--- config.mk ---
export PLATFORM = sky130hd
export DESIGN_NAME = sysid_stall_timer
export DESIGN_NICKNAME = d
export VERILOG_FILES = /design/src/rtl/sysid_pkg.sv /design/src/rtl/sysid_stall_timer.sv
export SDC_FILE = /design/constraint.sdc
export NUM_CORES = 1
export LEC_CHECK = 0
export ABC_AREA = 1
export CELL_PAD_IN_SITES_DETAIL_PLACEMENT = 1
export CELL_PAD_IN_SITES_GLOBAL_PLACEMENT = 2
export CORE_UTILIZATION = 33
export CTS_BUF_LIST = sky130_fd_sc_hd__clkbuf_8
export DETAILED_ROUTE_END_ITERATION = 8
export GPL_TIMING_DRIVEN = 0
export PLACE_DENSITY = 0.89
export SLEW_MARGIN = 20
export SYNTH_ARGS = -nofsm -noshare
export SYNTH_HDL_FRONTEND = slang
export SYNTH_SLANG_ARGS = --single-unit
--- constraint.sdc ---
create_clock -name clock -period 1.69 [get_ports clock]
set_clock_uncertainty 0.05 [all_clocks]
set_input_delay 0.169 -clock clock [delete_from_list [all_inputs] [get_ports clock]]
set_output_delay 0.169 -clock clock [all_outputs]
set_load 0.01 [all_outputs]
--- src/rtl/sysid_pkg.sv ---
// Shared types and constants for the system-ID boot-time checker.
package sysid_pkg;

   typedef enum logic [1:0] {
      IDLE  = 2'd0,
      RD_ID = 2'd1,
      RD_TS = 2'd2,
      FIN   = 2'd3
   } sysid_state_e;

   localparam logic SYSID_ADDR_ID = 1'b0;
   localparam logic SYSID_ADDR_TS = 1'b1;

   // Width of the per-read stall counter.
   localparam int SYSID_CNT_W = 16;

endpackage

--- src/rtl/sysid_stall_timer.sv ---
// Saturating stall counter for boot-time bus probes. A read may stall for up
// to TIMEOUT_CYCLES cycles; expired_o flags that the budget is used up, so a
// further stalled cycle is the one that aborts.
module sysid_stall_timer
   import sysid_pkg::*;
#(
   parameter int TIMEOUT_CYCLES = 255
) (
   input  logic clock,
   input  logic reset,
   input  logic clear_i,
   input  logic enable_i,
   output logic expired_o
);

   localparam logic [SYSID_CNT_W-1:0] LIMIT   = SYSID_CNT_W'(TIMEOUT_CYCLES);
   localparam logic [SYSID_CNT_W-1:0] CNT_MAX = '1;

   logic [SYSID_CNT_W-1:0] cnt_q;

   // Count stalled cycles; clear has priority and the count never wraps.
   always_ff @(posedge clock) begin
      if (reset || clear_i) begin
         cnt_q <= '0;
      end else if (enable_i && (cnt_q != CNT_MAX)) begin
         cnt_q <= cnt_q + 1'b1;
      end
   end

   assign expired_o = (cnt_q >= LIMIT);

endmodule

# Yosys cells after proc, flatten, opt, wreduce, memory -nomap -nowiden

Cells that the tools add are included.

Bits in registers: 16
Bits in writable memories: 0
Bits of input ports: 4
Output and inout port bits: 1
Latch bits: 0
Memories: 0
Bits in read-only memories: 0

Equal/unequal tests: 1
Add/sub/neg operators: 1
Reduce and logical (&&, ||, !) cells: 2
Order comparisons: 1
Bitwise logic cells: 0
Divide/modulo/power cells: 0
Mux-type cells: 0
Shifts and indexed selects: 0
Multipliers: 0

Operator list:

| cell                                                                   | number |
|---|---|
| 16-bit by 1-bit adder with 16-bit output, second input constant        | 1 |
| 16-bit by 8-bit >= comparator with 1-bit output, second input constant | 1 |
| 16-bit inequality test, second input constant                          | 1 |
| 1-bit logical AND                                                      | 1 |
| 1-bit logical OR                                                       | 1 |

# Logic depth before layout (Yosys ltp)

Word-level depth: 2
Gate-level depth with buffers: 10

# Worst setup path after synthesis

OpenSTA, ideal clock, no wires.

Path kind: register to register
Start point: reg cnt_q[0]
End point: reg cnt_q[10]
Period minus slack after synthesis: 1.419 ns
Data arrival time: 1.254 ns
Stages on the path, launching flop included: 10
Slack: 0.271 ns
Path through: dfxtp_1 -> ha_1 -> nand2_2 -> nor2_4 -> nand2_4 -> inv_4 -> nand3_4 -> buf_6 -> a21oi_1 -> nor2_1

Longest elaborated chain between the ends: 2
Elaborated cells on any way between the ends: 3
Those cells by class: add/sub: 1; eq/ne: 1; reduce/logical: 1

Ends and longest elaborated chain:

| element                                                                                          | line                    | RTL |
|---|---|---|
| start, declared                                                                                  | sysid_stall_timer.sv:19 | `logic [SYSID_CNT_W-1:0] cnt_q;` |
| start signal, assigned                                                                           | sysid_stall_timer.sv:26 | `cnt_q <= cnt_q + 1'b1;` |
| parallel branches: the longest is 2 deep, another holds 16-bit by 1-bit adder with 16-bit output | n/a                     |  |

Parallel ways; which one is timed is not known.
A chain may end at the register's enable or synchronous reset.

# Final worst setup path

Start point: reg cnt_q[0]
End point: reg cnt_q[11]

Same word-level chain as after synthesis.

==> run_summary.xml <==
<?xml version="1.0" encoding="UTF-8"?>
<metrics>
  <group name="sta">
    <metric name="setup-tns-final" unit="ps">0</metric>
    <metric name="achievable-frequency" unit="MHz">637</metric>
    <metric name="ratio_of_final_minimum_period_to_clock_period" unit="%">92.9</metric>
    <metric name="timing.hold.ws" unit="ps">358</metric>
    <metric name="tightestPinTransition" unit="ps">458</metric>
    <metric name="post-route-min-period" unit="ps">1570</metric>
    <metric name="grt_setup_unrepaired" unit="">no</metric>
    <metric name="timing_max_transition_violations_final" unit="">0</metric>
    <metric name="timing_hold_violations_final" unit="">0</metric>
    <metric name="finalSetupViolCount" unit="">0</metric>
    <metric name="timing.slew.headroom" unit="%">69.4</metric>
  </group>
  <group name="power">
    <metric name="power.switching_fraction" unit="%">21.7</metric>
    <metric name="combinationalPowerShare" unit="%">5.1</metric>
    <metric name="p_clk_share" unit="%">45.2</metric>
    <metric name="power_leakage" unit="nW">0.442</metric>
    <metric name="power.switching" unit="µW">168</metric>
    <metric name="cell_internal_pwr" unit="µW">604</metric>
    <metric name="pwr_density_cell" unit="nW/µm²">668</metric>
    <metric name="share_seq_of_total_power" unit="%">49.7</metric>
    <metric name="ir_worst_vdd" unit="µV">278</metric>
  </group>
  <group name="clocking">
    <metric name="clk_path_buf_depth" unit="">2</metric>
    <metric name="clkLatencyLatePin" unit="ps">250</metric>
    <metric name="cts.sink_count" unit="">16</metric>
    <metric name="cts.clk_slew.worst_paths" unit="ps">70</metric>
    <metric name="cts_hold_buf" unit="">0</metric>
    <metric name="htreeDepth" unit="">1</metric>
    <metric name="cts_root_buf" unit="">sky130_fd_sc_hd__clkbuf_8</metric>
    <metric name="cts_tree" unit="">done</metric>
    <metric name="cts-buffers-inserted" unit="">3</metric>
  </group>
  <group name="synthesis">
    <metric name="area_share_of_and_or_nand_nor_cells_after_synthesis" unit="%">52.7</metric>
    <metric name="yosys_warnings" unit="">0</metric>
    <metric name="synth_cell_types" unit="">25</metric>
    <metric name="synth_sequential_area_ratio" unit="%">31.9</metric>
    <metric name="ys_ff_latch" unit="">16</metric>
    <metric name="synthXorXnorAreaFrac" unit="%">0</metric>
    <metric name="syn-cell-area" unit="µm²">1000</metric>
    <metric name="syn_avg_cell_area" unit="µm²">6.32</metric>
    <metric name="net_count_synth" unit="">164</metric>
    <metric name="mux_contribution_to_synthesized_area" unit="%">0</metric>
    <metric name="dominant_combinational_cell_family_by_area_after_synthesis" unit="">simple AND/OR/NAND/NOR gates</metric>
    <metric name="synth_compound_area_share" unit="%">6.10</metric>
    <metric name="synth_cells" unit="">159</metric>
    <metric name="synth_adder_area_share" unit="%">1.25</metric>
  </group>
  <group name="die">
    <metric name="initial_utilization" unit="%">35.5</metric>
    <metric name="rows" unit="">19</metric>
    <metric name="die_area" unit="µm²">3270</metric>
    <metric name="die_y" unit="µm">57.2</metric>
    <metric name="core_area" unit="µm²">2830</metric>
    <metric name="boundaryPins" unit="">5</metric>
    <metric name="dieWidth" unit="µm">57.2</metric>
  </group>
  <group name="worst_setup_path">
    <metric name="worst_setup_path_endpoint" unit="">cnt_q[11]</metric>
    <metric name="worst-r2r-cell-count" unit="">9</metric>
    <metric name="crit_path_start" unit="">cnt_q[0]</metric>
    <metric name="setup.reg_to_reg.worst_slack" unit="ps">120</metric>
    <metric name="setup.worst_path.class" unit="">register to register</metric>
    <metric name="cp_data_required_time" unit="ps">1790</metric>
    <metric name="crit-reg2reg-capture" unit="">cnt_q[11]</metric>
    <metric name="crit_fanout" unit="">10</metric>
    <metric name="timing.rr.start" unit="">cnt_q[0]</metric>
    <metric name="crit_path_start_kind" unit="">register</metric>
    <metric name="worstSetupEndpointType" unit="">register</metric>
    <metric name="crit_arrival" unit="ps">1670</metric>
  </group>
  <group name="drt">
    <metric name="violation_count_after_the_first_detailed_route_iteration" unit="">16</metric>
    <metric name="postRouteAntennaNets" unit="">0</metric>
    <metric name="post_drt_wl_per_cell" unit="µm">12.7</metric>
    <metric name="detail_route.wirelength" unit="mm">2.53</metric>
    <metric name="vias_per_cell" unit="">5.02</metric>
    <metric name="firstDrtPassIters" unit="">6</metric>
    <metric name="vias" unit="">999</metric>
    <metric name="drc_errors" unit="">2</metric>
  </group>
  <group name="layout">
    <metric name="finish.net_count" unit="">174</metric>
    <metric name="area_of_combinational_cells_with_multiple_inputs" unit="µm²">613</metric>
    <metric name="largest-register" unit="">cnt_q</metric>
    <metric name="flow.area_growth_from_synthesis" unit="%">15.1</metric>
    <metric name="design_area_final" unit="µm²">1160</metric>
    <metric name="final_core_util" unit="%">40.9</metric>
    <metric name="largest_register_ff_count" unit="">16</metric>
    <metric name="antennaDiodeCount" unit="">0</metric>
    <metric name="layout.filler_cells" unit="">389</metric>
    <metric name="largest_registers" unit="">cnt_q (16)</metric>
    <metric name="area.sequential" unit="µm²">323</metric>
    <metric name="fraction_of_layout_instances_using_a_drive_strength_above_1" unit="%">16.7</metric>
  </group>
  <group name="status">
    <metric name="outcome" unit="">complete, but fails checks</metric>
    <metric name="failed_checks" unit="">design-rule violations</metric>
  </group>
  <group name="placement">
    <metric name="place.port_buffers" unit="">4</metric>
    <metric name="placed_wire_length_estimate_after_detailed_placement" unit="mm">1.99</metric>
    <metric name="finalWeightedCongestion" unit="">0.763</metric>
    <metric name="dpl-instance-area" unit="µm²">1080</metric>
  </group>
  <group name="global_routing">
    <metric name="grt_start_max_net_pins" unit="">11</metric>
    <metric name="first_global_vias" unit="">1054</metric>
    <metric name="global_route.usage.total" unit="%">18.3</metric>
    <metric name="grt_first_pass_wirelength" unit="mm">4.56</metric>
    <metric name="grt_antenna_before_repair" unit="">0</metric>
    <metric name="grt_remaining_overflow" unit="">0</metric>
  </group>
  <group name="min_path">
    <metric name="holdCritPathClass" unit="">primary input to register</metric>
  </group>
  <group name="flow_run">
    <metric name="max_cap_viol_count" unit="">0</metric>
  </group>
</metrics>
[per-layer routing]
layer | wire length, µm | vias up | global-route usage [%]
met5 | 0 | - | 0
met4 | 34 | 0 | 8.01
met3 | 58 | 4 | 2.04
met2 | 1220 | 8 | 31.1
met1 | 1220 | 468 | 23.3
li1 | - | 519 | -
[placed cells by master (no fill, tap or decap), types with 2 or more instances in the layout]
master,n
sky130_fd_sc_hd__dfxtp_2,2
sky130_fd_sc_hd__nand2_2,3
sky130_fd_sc_hd__a21oi_1,8
sky130_fd_sc_hd__nand4_1,2
sky130_fd_sc_hd__nor2_2,3
sky130_fd_sc_hd__nor2_4,3
sky130_fd_sc_hd__nor4_1,2
sky130_fd_sc_hd__buf_6,2
sky130_fd_sc_hd__inv_1,13
sky130_fd_sc_hd__clkbuf_8,4
sky130_fd_sc_hd__o21ai_0,2
sky130_fd_sc_hd__nand3_1,12
sky130_fd_sc_hd__nor2_1,41
sky130_fd_sc_hd__nand3_2,2
sky130_fd_sc_hd__clkdlybuf4s50_1,2
sky130_fd_sc_hd__nand2_1,39
sky130_fd_sc_hd__dfxtp_1,14
[power groups by stage]
stage	clock network [mW]	logic, mW	registers (mW)
final	0.349	0.0394	0.384
after global routing	0.376	0.0446	0.384
after CTS	0.363	0.0399	0.384
after detailed placement	0	0.0395	0.392
after global placement	0	0.0377	0.391
after floorplan	0	0.0228	0.391
[repair_timing]
| action | CTS | global route |
|---|---|---|
| resized for setup | 4 | 5 |
| pin swaps | 1 | 1 |
| setup endpoints to repair | 1 | 7 |
| setup buffers | 1 | 0 |
[cells by family after synthesis]
family | count (synthesis)
AOI/OAI and AO/OA | 12
adders and majority gates | 1
buffers and inverters | 17
DFF | 16
and+or+nand+nor | 113
[critical path, stage by stage (launching register included)]
cell and delay, ps:
sky130_fd_sc_hd__dfxtp_2 360, sky130_fd_sc_hd__ha_2 190, sky130_fd_sc_hd__nand2_2 80, sky130_fd_sc_hd__nor2_4 140, sky130_fd_sc_hd__nand2_4 80, sky130_fd_sc_hd__inv_4 80, sky130_fd_sc_hd__nand3_4 100, sky130_fd_sc_hd__buf_6 170
sky130_fd_sc_hd__a21oi_1 130, sky130_fd_sc_hd__nor2_1 60
[worst min-delay path by stage]
| stage | start | to | slack (ps) | depth (start not counted) |
|---|---|---|---|---|
| 5_1_grt | enable_i | cnt_q[2] | 400 | 4 |
| 4_1_cts | cnt_q[0] | cnt_q[0] | 480 | 2 |
| 2_1_floorplan | enable_i | cnt_q[2] | 320 | 3 |
| 3_5_place_dp | cnt_q[3] | cnt_q[3] | 470 | 2 |
| 3_3_place_gp | cnt_q[3] | cnt_q[3] | 460 | 2 |
| 6_report | enable_i | cnt_q[13] | 360 | 4 |
[cell type report]
cell class | count | share of cell area, %
multi-input combinational | 126 | 53.0
sequential | 16 | 27.9
inverter | 15 | 5.09
clock buffer | 4 | 4.76
timing repair buffer | 5 | 3.90
tap | 31 | 3.35
buffer | 2 | 1.95
[per-stage QoR]
step | worst slack, ps | total power [mW] | std cells
5_1_grt | 2.18 | 0.804 | 199
2_1_floorplan | 271 | 0.414 | 159
3_5_place_dp | -227 | 0.431 | 194
6_report | 121 | 0.772 | 199
3_3_place_gp | -186 | 0.429 | 194
4_1_cts | 11.1 | 0.786 | 199
[synthesized netlist by cell type]
cell type | instances | area (µm²)
sky130_fd_sc_hd__o21ai_1 | 1 | 5.00
sky130_fd_sc_hd__nor3b_1 | 1 | 7.51
sky130_fd_sc_hd__a31oi_1 | 1 | 6.26
sky130_fd_sc_hd__inv_4 | 1 | 6.26
sky130_fd_sc_hd__nor4_1 | 2 | 12.5
sky130_fd_sc_hd__a21oi_1 | 8 | 40.0
sky130_fd_sc_hd__nand3b_1 | 1 | 7.51
sky130_fd_sc_hd__nand2_2 | 3 | 18.8
sky130_fd_sc_hd__nand3_1 | 12 | 60.1
sky130_fd_sc_hd__nand3_4 | 1 | 17.5
sky130_fd_sc_hd__inv_1 | 13 | 48.8
sky130_fd_sc_hd__buf_6 | 2 | 22.5
sky130_fd_sc_hd__nand4_1 | 2 | 12.5
sky130_fd_sc_hd__inv_2 | 1 | 3.75
sky130_fd_sc_hd__nor2_4 | 3 | 33.8
sky130_fd_sc_hd__nor2_1 | 42 | 158
sky130_fd_sc_hd__nand2_1 | 39 | 146
sky130_fd_sc_hd__dfxtp_1 | 16 | 320
sky130_fd_sc_hd__o21ai_0 | 2 | 10.0
sky130_fd_sc_hd__or2_2 | 1 | 6.26
sky130_fd_sc_hd__nor3_1 | 1 | 5.00
sky130_fd_sc_hd__nand2_4 | 1 | 11.3
sky130_fd_sc_hd__nand3_2 | 2 | 20.0
sky130_fd_sc_hd__ha_1 | 1 | 12.5
sky130_fd_sc_hd__nor2_2 | 2 | 12.5
(Power assumes the default switching activity.)
